### src/rtl/mask_region_ctrl.sv
// Rectangular-region pixel mask with shadow config committed atomically at frame start.
// Optional MASK_BORDER_EN: regions hit only on their perimeter (outline debug).
//   state   | meaning
//   IDLE    | host may write shadow config; cfg_ready=1
//   PENDING | commit requested, waiting for frame_start; writes stalled
module mask_region_ctrl #(
  parameter int NREG = 8,
  parameter int XW   = 10,
  parameter int YW   = 10
) (
  input  logic          clk,
  input  logic          reset,
  input  logic          frame_start,
  input  logic          pix_valid,
  input  logic [XW-1:0] tv_x,
  input  logic [YW-1:0] tv_y,
  input  logic          cfg_wr,
  input  logic [5:0]    cfg_addr,
  input  logic [9:0]    cfg_data,
  output logic          cfg_ready,
  input  logic          cfg_commit,
  output logic          commit_pending,
  output logic          commit_done,
  output logic [10:0]   mask,
  output logic          mask_valid
);

  typedef enum logic [0:0] {IDLE, PENDING} state_t;

  state_t state, state_nxt;

  logic [XW-1:0]   sh_xmin [NREG];
  logic [XW-1:0]   sh_xmax [NREG];
  logic [YW-1:0]   sh_ymin [NREG];
  logic [YW-1:0]   sh_ymax [NREG];
  logic [NREG-1:0] sh_en;

  logic [XW-1:0]   act_xmin [NREG];
  logic [XW-1:0]   act_xmax [NREG];
  logic [YW-1:0]   act_ymin [NREG];
  logic [YW-1:0]   act_ymax [NREG];
  logic [NREG-1:0] act_en;

  logic [XW-1:0]   eff_xmin [NREG];
  logic [XW-1:0]   eff_xmax [NREG];
  logic [YW-1:0]   eff_ymin [NREG];
  logic [YW-1:0]   eff_ymax [NREG];
  logic [NREG-1:0] eff_en;

  logic        wr_acc;
  logic        commit_now;
  logic [2:0]  wr_reg;
  logic [1:0]  wr_fld;
  logic [7:0]  in_rect;
  logic [7:0]  hit;
  logic [1:0]  low_idx;
  logic [10:0] mask_nxt;

  assign cfg_ready      = (state == IDLE);
  assign commit_pending = (state == PENDING);
  assign wr_acc         = cfg_wr && cfg_ready;
  assign commit_now     = (state == PENDING) && frame_start;
  assign wr_reg         = cfg_addr[4:2];
  assign wr_fld         = cfg_addr[1:0];

  always_ff @(posedge clk) begin
    if (reset) state <= IDLE;
    else       state <= state_nxt;
  end

  always_comb begin
    state_nxt = state;
    case (state)
      IDLE:    if (cfg_commit)  state_nxt = PENDING;
      PENDING: if (frame_start) state_nxt = IDLE;
      default: state_nxt = IDLE;
    endcase
  end

  // Writes to region indices >= NREG match no slot and are dropped.
  always_ff @(posedge clk) begin
    if (reset) begin
      sh_en <= '0;
      for (int r = 0; r < NREG; r++) begin
        sh_xmin[r] <= '0;
        sh_xmax[r] <= '0;
        sh_ymin[r] <= '0;
        sh_ymax[r] <= '0;
      end
    end else if (wr_acc) begin
      if (cfg_addr[5]) begin
        sh_en <= cfg_data[NREG-1:0];
      end else begin
        for (int r = 0; r < NREG; r++) begin
          if (wr_reg == 3'(r)) begin
            case (wr_fld)
              2'd0:    sh_xmin[r] <= XW'(cfg_data);
              2'd1:    sh_xmax[r] <= XW'(cfg_data);
              2'd2:    sh_ymin[r] <= YW'(cfg_data);
              default: sh_ymax[r] <= YW'(cfg_data);
            endcase
          end
        end
      end
    end
  end

  always_ff @(posedge clk) begin
    if (reset) begin
      act_en      <= '0;
      commit_done <= 1'b0;
      for (int r = 0; r < NREG; r++) begin
        act_xmin[r] <= '0;
        act_xmax[r] <= '0;
        act_ymin[r] <= '0;
        act_ymax[r] <= '0;
      end
    end else begin
      commit_done <= commit_now;
      if (commit_now) begin
        act_en <= sh_en;
        for (int r = 0; r < NREG; r++) begin
          act_xmin[r] <= sh_xmin[r];
          act_xmax[r] <= sh_xmax[r];
          act_ymin[r] <= sh_ymin[r];
          act_ymax[r] <= sh_ymax[r];
        end
      end
    end
  end

  // On the commit edge the pixel is judged against the incoming set, so bypass
  // the shadow straight into the compare; shadow is frozen while PENDING.
  always_comb begin
    eff_en = commit_now ? sh_en : act_en;
    for (int r = 0; r < NREG; r++) begin
      eff_xmin[r] = commit_now ? sh_xmin[r] : act_xmin[r];
      eff_xmax[r] = commit_now ? sh_xmax[r] : act_xmax[r];
      eff_ymin[r] = commit_now ? sh_ymin[r] : act_ymin[r];
      eff_ymax[r] = commit_now ? sh_ymax[r] : act_ymax[r];
    end
  end

  always_comb begin
    in_rect = '0;
    hit     = '0;
    for (int r = 0; r < NREG; r++) begin
      in_rect[r] = eff_en[r]
                   && (tv_x >= eff_xmin[r]) && (tv_x <= eff_xmax[r])
                   && (tv_y >= eff_ymin[r]) && (tv_y <= eff_ymax[r]);
`ifdef MASK_BORDER_EN
      hit[r] = in_rect[r] && ((tv_x == eff_xmin[r]) || (tv_x == eff_xmax[r])
                           || (tv_y == eff_ymin[r]) || (tv_y == eff_ymax[r]));
`else
      hit[r] = in_rect[r];
`endif
    end
  end

  always_comb begin
    low_idx = 2'd0;
    for (int r = 7; r >= 0; r--) begin
      if (hit[r]) low_idx = 2'(r);
    end
    mask_nxt = {low_idx, |hit, hit};
  end

  always_ff @(posedge clk) begin
    if (reset) begin
      mask       <= '0;
      mask_valid <= 1'b0;
    end else begin
      mask_valid <= pix_valid;
      if (pix_valid) mask <= mask_nxt;
    end
  end

endmodule

### config.mk
export PLATFORM = sky130hd
export DESIGN_NAME = mask_region_ctrl
export DESIGN_NICKNAME = d
export VERILOG_FILES = /design/src/rtl/mask_region_ctrl.sv
export SDC_FILE = /design/constraint.sdc
export NUM_CORES = 1
export LEC_CHECK = 0
export CORE_MARGIN = 4
export CORE_UTILIZATION = 55
export DETAILED_ROUTE_END_ITERATION = 10
export GPL_ROUTABILITY_DRIVEN = 0
export PLACE_DENSITY_LB_ADDON = 0.25
export SKIP_CTS_REPAIR_TIMING = 1
export SLEW_MARGIN = 20
export SYNTH_ARGS = -nofsm -noshare
export SYNTH_HDL_FRONTEND = slang
export SYNTH_SLANG_ARGS = --single-unit
### constraint.sdc
create_clock -name clk -period 15.8 [get_ports clk]
set_input_delay 1.58 -clock clk [delete_from_list [all_inputs] [get_ports clk]]
set_output_delay 1.58 -clock clk [all_outputs]
set_load 0.01 [all_outputs]
==> results.tsv, run 1 <==
metric	value	unit
outcome	finished, final reports clean	
cts_tree	done	
detail_route.wl_per_cell	24.1	um
synth.ff_latch_count	670	
synthesis.nets	2986	
max_clock_freq	174	MHz
endpoint_kind	register	
tritoncts_num_sinks	670	
clk_transition_reported_paths	0.07	ns
area_growth	11.1	%
worst_r2r_startpoint	commit_pending	
p_switching	1.02	mW
final_layout_size_suffix_gt1_share	7.07	%
tightestPinTransition	1.12	ns
power.switching_fraction	24.4	%
grt_antenna_before_repair	1	
drt_drc_violations_left	0	
initial_core_util	56.0	%
die-height	257	um
grt_remaining_overflow	0	
ys.warnings.count	0	
worst_slew_margin_rel	25.6	%
grt_max_degree	181	
num_antenna_cells	0	
clock_skew	0.0221	ns
grt_pass1_wl	129000	um
synth_area_per_cell	13.0	um2
postRouteAntennaNets	0	
cts-buffers-inserted	72	
number_of_i_o_port_buffers	56	
mostFrequentLayoutCells	sky130_fd_sc_hd__edfxtp_1 (640), sky130_fd_sc_hd__ha_1 (320), sky130_fd_sc_hd__mux2i_1 (310)	
period_utilization	36.5	%
cell_with_the_largest_stage_delay_on_the_worst_path	sky130_fd_sc_hd__nor4_1	
yosysSeqAreaShare	58.2	%
first_global_vias	21900	
htree_num_levels	3	
whs	0.504	ns
max-clock-path-buffers	3	
maximum_single_stage_delay_on_the_critical_path	0.67	ns
layout.cells.most_common	sky130_fd_sc_hd__edfxtp_1	
hold_end	act_en[6]	
place_hpwl	50800	um
power_leakage	16.3	nW
cp_data_arrival_time	6.27	ns
setup_repair_after_global_routing_missed_its_margin	no	
placement.cell_area	0.0355	mm2
core-area	0.0608	mm2
die_width	257	um
power_density	110	mW/mm2
gr-usage-all-layers	25.6	%
setup.worst_path.class	input pin to register	
critical_path.reg2reg.endpoint	mask[10]	
detail_route.first_pass.iterations	5	
critical_path.cell_chain	clkdlybuf4s50_1 > nand2_4 > buf_12 > buf_4 > mux2i_1 > ha_1 > a21o_1 > a21o_1 > a2111oi_0 > o21ai_0 > nor4_1 > o311ai_0 > a32o_1	
max_cap_viol_count	0	
synth_ff_type	sky130_fd_sc_hd__edfxtp_1	
power_frac_comb	11.0	%
vias	21400	
cts_root_buffer	sky130_fd_sc_hd__clkbuf_16	
final_cell_area	0.0378	mm2
power.share.clock	39.6	%
critPathLaunchType	input pin	
portion_of_total_power_attributed_to_sequential_cells	49.3	%
p_int	3.16	mW
worstRegToRegCells	12	
rows	90	
maxSlewViolCount	0	
timing.final.crit_period	5.76	ns
hp-class	register to register	
nNetsFinal	3034	
final_report_setup_violation_count	0	
clkLatencyLatePin	0.61	ns
first_iter_violations	1764	
synth_enable_flop_cells	640	
synthCells	2624	
mappedNetlistArea	0.0340	mm2
min-delay-start	act_en[6]	
critPathMostFrequentCell	sky130_fd_sc_hd__a21o_1	
crit_required	16.31	ns
floorplan.die_area	0.0659	mm2
num_io_pins	57	
post_synth_num_cell_types	59	
fillCellCount	4603	
async_flop_share	0	%
setup-tns-final	0	ns
hold_path_depth	2	
finalWirelength	84800	um
worst-r2r-setup-slack	11.09	ns
vdd.ir_drop.worst	0.0734	mV
via_per_inst	6.08	
cp_max_fo	117	
finalHoldViolations	0	
## synth_stat cells (4+ instances only)
master                      count  area share, %
sky130_fd_sc_hd__nand4_1       26           0.48
sky130_fd_sc_hd__mux2i_1      310            9.1
sky130_fd_sc_hd__a211oi_1      25           0.55
sky130_fd_sc_hd__o21bai_1       4          0.088
sky130_fd_sc_hd__nor2b_1       94            1.7
sky130_fd_sc_hd__inv_1         31           0.34
sky130_fd_sc_hd__o211ai_1      10           0.22
sky130_fd_sc_hd__nor3_1        16           0.24
sky130_fd_sc_hd__edfxtp_1     640             56
sky130_fd_sc_hd__dfxtp_1       30            1.8
sky130_fd_sc_hd__o31ai_1        5           0.11
sky130_fd_sc_hd__o21a_1        14           0.31
sky130_fd_sc_hd__a21oi_1       67           0.99
sky130_fd_sc_hd__a221oi_1       5           0.13
sky130_fd_sc_hd__clkbuf_1      98            1.1
sky130_fd_sc_hd__a31oi_1       10           0.18
sky130_fd_sc_hd__a41o_1         4           0.12
sky130_fd_sc_hd__mux2_2        33            1.1
sky130_fd_sc_hd__and4_1         4           0.10
sky130_fd_sc_hd__o21ai_0       54           0.79
sky130_fd_sc_hd__ha_1         320             12
sky130_fd_sc_hd__nand3_1       25           0.37
sky130_fd_sc_hd__a221o_1        4           0.12
sky130_fd_sc_hd__nand2b_1      16           0.29
sky130_fd_sc_hd__a21o_1        37           0.82
sky130_fd_sc_hd__buf_1         29           0.32
sky130_fd_sc_hd__nor2_1       304            3.4
sky130_fd_sc_hd__a2111oi_0      5           0.13
sky130_fd_sc_hd__nor4_1         5          0.092
sky130_fd_sc_hd__and2_1       241            4.4
sky130_fd_sc_hd__and3_1         5          0.092
sky130_fd_sc_hd__nand2_1      108            1.2
## sequential cells by signal, summed over array words and instances (netlist names)
register	flops
mask	11
sh_en	8
sh_ymin	80
mask_valid	1
act_xmax	80
sh_xmin	80
commit_pending	1
act_xmin	80
commit_done	1
sh_xmax	80
act_ymax	80
sh_ymax	80
act_ymin	80
act_en	8
## area by class of cell
class | count | area, um2 | share of cell area [%]
flip-flops and latches | 670 | 19800 | 52.4
repair buffers | 101 | 937 | 2.48
clock buffers | 87 | 1930 | 5.11
clock inverters | 43 | 344 | 0.910
inverters | 31 | 116 | 0.308
well taps | 782 | 978 | 2.59
multi-input cells | 1796 | 13700 | 36.2
## stage by stage
| stage | power [mW] | utilization (%) | setup slack [ns] | instances |
|---|---|---|---|---|
| final | 4.18 | 62.2 | 10.04 | 3510 |
| after global routing | 4.33 | 62.2 | 9.76 | 3510 |
| after CTS | 4.20 | 62.1 | 10.02 | 3510 |
| after detailed placement | 2.55 | 58.4 | 9.34 | 3380 |
| after global placement | 2.53 | 58.4 | 9.50 | 3380 |
| after floorplan | 2.40 | - | 5.25 | 2624 |
## routing by layer
layer  global-route usage, %  wire length, um
met1                    34.8            35800
met2                    42.0            39800
met3                    4.71             6180
met4                    8.50             3000
met5                       0                0
## kinds of logic (layout without fill, tap and decap cells)
group	Yosys count	in the layout	synth area share [%]
compound gates	274	274	5.34
buf+inv	158	262	1.74
mux	343	343	10.2
simple gates	859	859	12.7
flops	670	670	58.2
fa+ha+maj	320	320	11.8
## worst max-delay path by stage
stage	start	endpoint	slack (ns)	cells past startpoint
after global placement	frame_start	mask[10]	9.50	13
after floorplan	frame_start	act_xmax[0][0]	5.25	5
after detailed placement	frame_start	mask[10]	9.34	13
after CTS	frame_start	mask[10]	10.02	13
final	frame_start	mask[10]	10.04	13
after global routing	frame_start	mask[10]	9.76	13
## power by group through the flow
stage | clock network, mW | registers (mW) | logic (mW)
global placement | 0 | 2.09 | 0.438
global route | 1.75 | 2.07 | 0.514
CTS | 1.68 | 2.06 | 0.461
floorplan | 0 | 2.10 | 0.293
detailed placement | 0 | 2.10 | 0.457
finish | 1.66 | 2.06 | 0.461
## worst max-delay path, delay by kind of cell
family | cells | cell delay (ns)
buffers and inverters | 3 | 1.62
AO/OA/AOI/OAI | 6 | 1.56
AND/OR/NAND/NOR | 2 | 1.09
adder cells (fa/ha/maj) | 1 | 0.20
multiplexers | 1 | 0.14
Power figures use the tool's default switching activity.
==> inputs of run 2 (changes only) <==
==> constraint.sdc (replaced) <==
create_clock -name clk -period 4.7 [get_ports clk]
set_input_delay 0.47 -clock clk [delete_from_list [all_inputs] [get_ports clk]]
set_output_delay 0.47 -clock clk [all_outputs]
set_load 0.01 [all_outputs]
==> run 2 against run 1 <==
Die area stayed put. Clock power increased to 3.5 times the previous value. Sequential share of layout area down 0.81 points. Sequential power increased to 3.4 times the previous value. Sequential cell count unchanged. Routed wire length increased by 2.4%. Cell count rose by 1.5%. Worst hold slack worse by 0.0060 ns. Total power rose to 3.4 times the previous value. Register-to-register slack lost 10 ns. First-iteration DRC count decreased by 3.0%.
==> results.tsv, run 2 (synthesis gave the netlist of run 1 again) <==
metric	value	unit
outcome	finished, final reports clean	
whs	0.498	ns
power_density	372	mW/mm2
tritoncts_num_sinks	670	
clk_transition_reported_paths	0.06	ns
max_clock_freq	249	MHz
preCtsSetupSlack	0.326	ns
critPathLaunchType	register	
number_of_i_o_port_buffers	56	
grt_antenna_before_repair	1	
power.share.clock	40.2	%
p_switching	3.42	mW
floorplan.die_area	0.0659	mm2
power_frac_comb	11.3	%
place_hpwl	55100	um
first_global_vias	22000	
rows	90	
final_layout_size_suffix_gt1_share	8.68	%
area_growth	12.8	%
tightestPinTransition	1.03	ns
cts-buffers-inserted	73	
hold_end	commit_pending	
vias	21800	
hold_path_depth	3	
final_cell_area	0.0384	mm2
power_leakage	16.7	nW
detail_route.first_pass.iterations	5	
crit_required	5.16	ns
cell_with_the_largest_stage_delay_on_the_worst_path	sky130_fd_sc_hd__o311ai_0	
grt_remaining_overflow	0	
finalHoldViolations	0	
clkLatencyLatePin	0.61	ns
finalWirelength	86800	um
vdd.ir_drop.worst	0.323	mV
die_width	257	um
worst_slew_margin_rel	31.4	%
worst_r2r_startpoint	commit_pending	
layout.cells.most_common	sky130_fd_sc_hd__edfxtp_1	
cp_max_fo	35	
worst-r2r-setup-slack	0.68	ns
core-area	0.0608	mm2
setup_repair_after_global_routing_missed_its_margin	no	
first_iter_violations	1711	
num_io_pins	57	
period_utilization	85.6	%
postRouteAntennaNets	0	
mostFrequentLayoutCells	sky130_fd_sc_hd__edfxtp_1 (640), sky130_fd_sc_hd__ha_1 (320), sky130_fd_sc_hd__mux2i_1 (310)	
worstRegToRegCells	14	
critical_path.cell_chain	nand2_4 > buf_12 > buf_12 > mux2_2 > ha_1 > nand2b_1 > a211oi_1 > o31ai_1 > a31oi_1 > nor3_1 > buf_4 > a211oi_1 > o311ai_0 > o21ai_0	
clock_skew	0.0199	ns
max_cap_viol_count	0	
drt_drc_violations_left	0	
fin_ws	0.677	ns
setup.worst_path.class	register to register	
critPathTopFamily	compound AO/OA/AOI/OAI gates	
min-delay-start	cfg_commit	
cp_data_arrival_time	4.49	ns
placement.cell_area	0.0360	mm2
power.switching_fraction	24.0	%
timing.critical_path.buf_inv	3	
maximum_single_stage_delay_on_the_critical_path	0.44	ns
final_report_setup_violation_count	0	
p_int	10.9	mW
die-height	257	um
setup-tns-final	0	ns
grt_pass1_wl	131000	um
via_per_inst	6.11	
gr-usage-all-layers	26.0	%
detail_route.wl_per_cell	24.4	um
endpoint_kind	register	
initial_core_util	56.0	%
cts_root_buffer	sky130_fd_sc_hd__clkbuf_16	
timing.final.crit_period	4.02	ns
max-clock-path-buffers	3	
portion_of_total_power_attributed_to_sequential_cells	48.5	%
nNetsFinal	3082	
hp-class	input pin to register	
htree_num_levels	3	
critical_path.reg2reg.endpoint	mask[9]	
maxSlewViolCount	0	
cts_tree	done	
grt_max_degree	242	
-- run 2: cell types whose count changed in the layout (fill, tap and decap cells not counted), sizes merged --
cell	before	now
diode	0	2
inv	34	32
clkinvlp	3	2
bufinv	5	6
buf	46	93
clkinv	32	22
clkbuf	87	102
-- run 2: power groups by stage --
stage	Combinational, mW	Sequential, mW	Clock (mW)
after floorplan	0.986	7.02	0
after global placement	1.53	7.03	0
after detailed placement	1.59	7.05	0
after CTS	1.61	6.93	5.82
after global routing	1.77	6.95	6.08
final	1.61	6.93	5.75
-- run 2: final cells by class --
class	count	area, um2
antenna	2	5.00
clock buffer	102	2080
clock inverter	31	314
fill	4492	22400
inverter	31	116
multi-input combinational	1796	13700
sequential	670	19800
tap	782	978
timing repair buffer	148	1400
-- run 2: how the worst max path moves through the flow --
stage                     end  slack, ns           start  cells after the start
3_3_place_gp         mask[10]       0.11     frame_start                     13
3_5_place_dp          mask[9]       0.33     frame_start                     15
2_1_floorplan  act_xmax[0][0]       0.34     frame_start                      5
4_1_cts               mask[9]       0.70  commit_pending                     14
6_report              mask[9]       0.68  commit_pending                     14
5_1_grt               mask[9]       0.42  commit_pending                     14
-- run 2: per-layer routing --
layer | track usage, % | routed length (um)
met1 | 35.2 | 36300
met2 | 42.7 | 41000
met3 | 4.96 | 6720
met4 | 8.73 | 2740
met5 | 0 | 19
-- run 2: worst reg2reg max path, stage by stage, from the launching register on --
cell                       delay (ns)
sky130_fd_sc_hd__dfxtp_1         0.36
sky130_fd_sc_hd__nand2_4         0.23
sky130_fd_sc_hd__buf_12          0.31
sky130_fd_sc_hd__buf_12          0.28
sky130_fd_sc_hd__mux2_2          0.39
sky130_fd_sc_hd__ha_1            0.28
sky130_fd_sc_hd__nand2b_1        0.11
sky130_fd_sc_hd__a211oi_1        0.08
sky130_fd_sc_hd__o31ai_1         0.36
sky130_fd_sc_hd__a31oi_1         0.22
sky130_fd_sc_hd__nor3_1          0.38
sky130_fd_sc_hd__buf_4           0.19
sky130_fd_sc_hd__a211oi_1        0.09
sky130_fd_sc_hd__o311ai_0        0.44
sky130_fd_sc_hd__o21ai_0         0.17
-- run 2: per-stage QoR --
stage	std cells	power (mW)	util, %
detailed placement	3427	8.64	59.2
global route	3560	14.8	63.1
finish	3562	14.3	63.1
global placement	3427	8.56	59.2
CTS	3560	14.4	63.1
floorplan	2624	8.01	-
==> inputs of run 3 (changes only) <==
--- a/config.mk
+++ b/config.mk
@@ -5,6 +5,7 @@
 export SDC_FILE = /design/constraint.sdc
 export NUM_CORES = 1
 export LEC_CHECK = 0
+export CAP_MARGIN = 25
 export CORE_MARGIN = 4
 export CORE_UTILIZATION = 55
 export DETAILED_ROUTE_END_ITERATION = 10
==> results of run 3 <==
The final DEF is identical to that of run 2; final timing and power are the same.
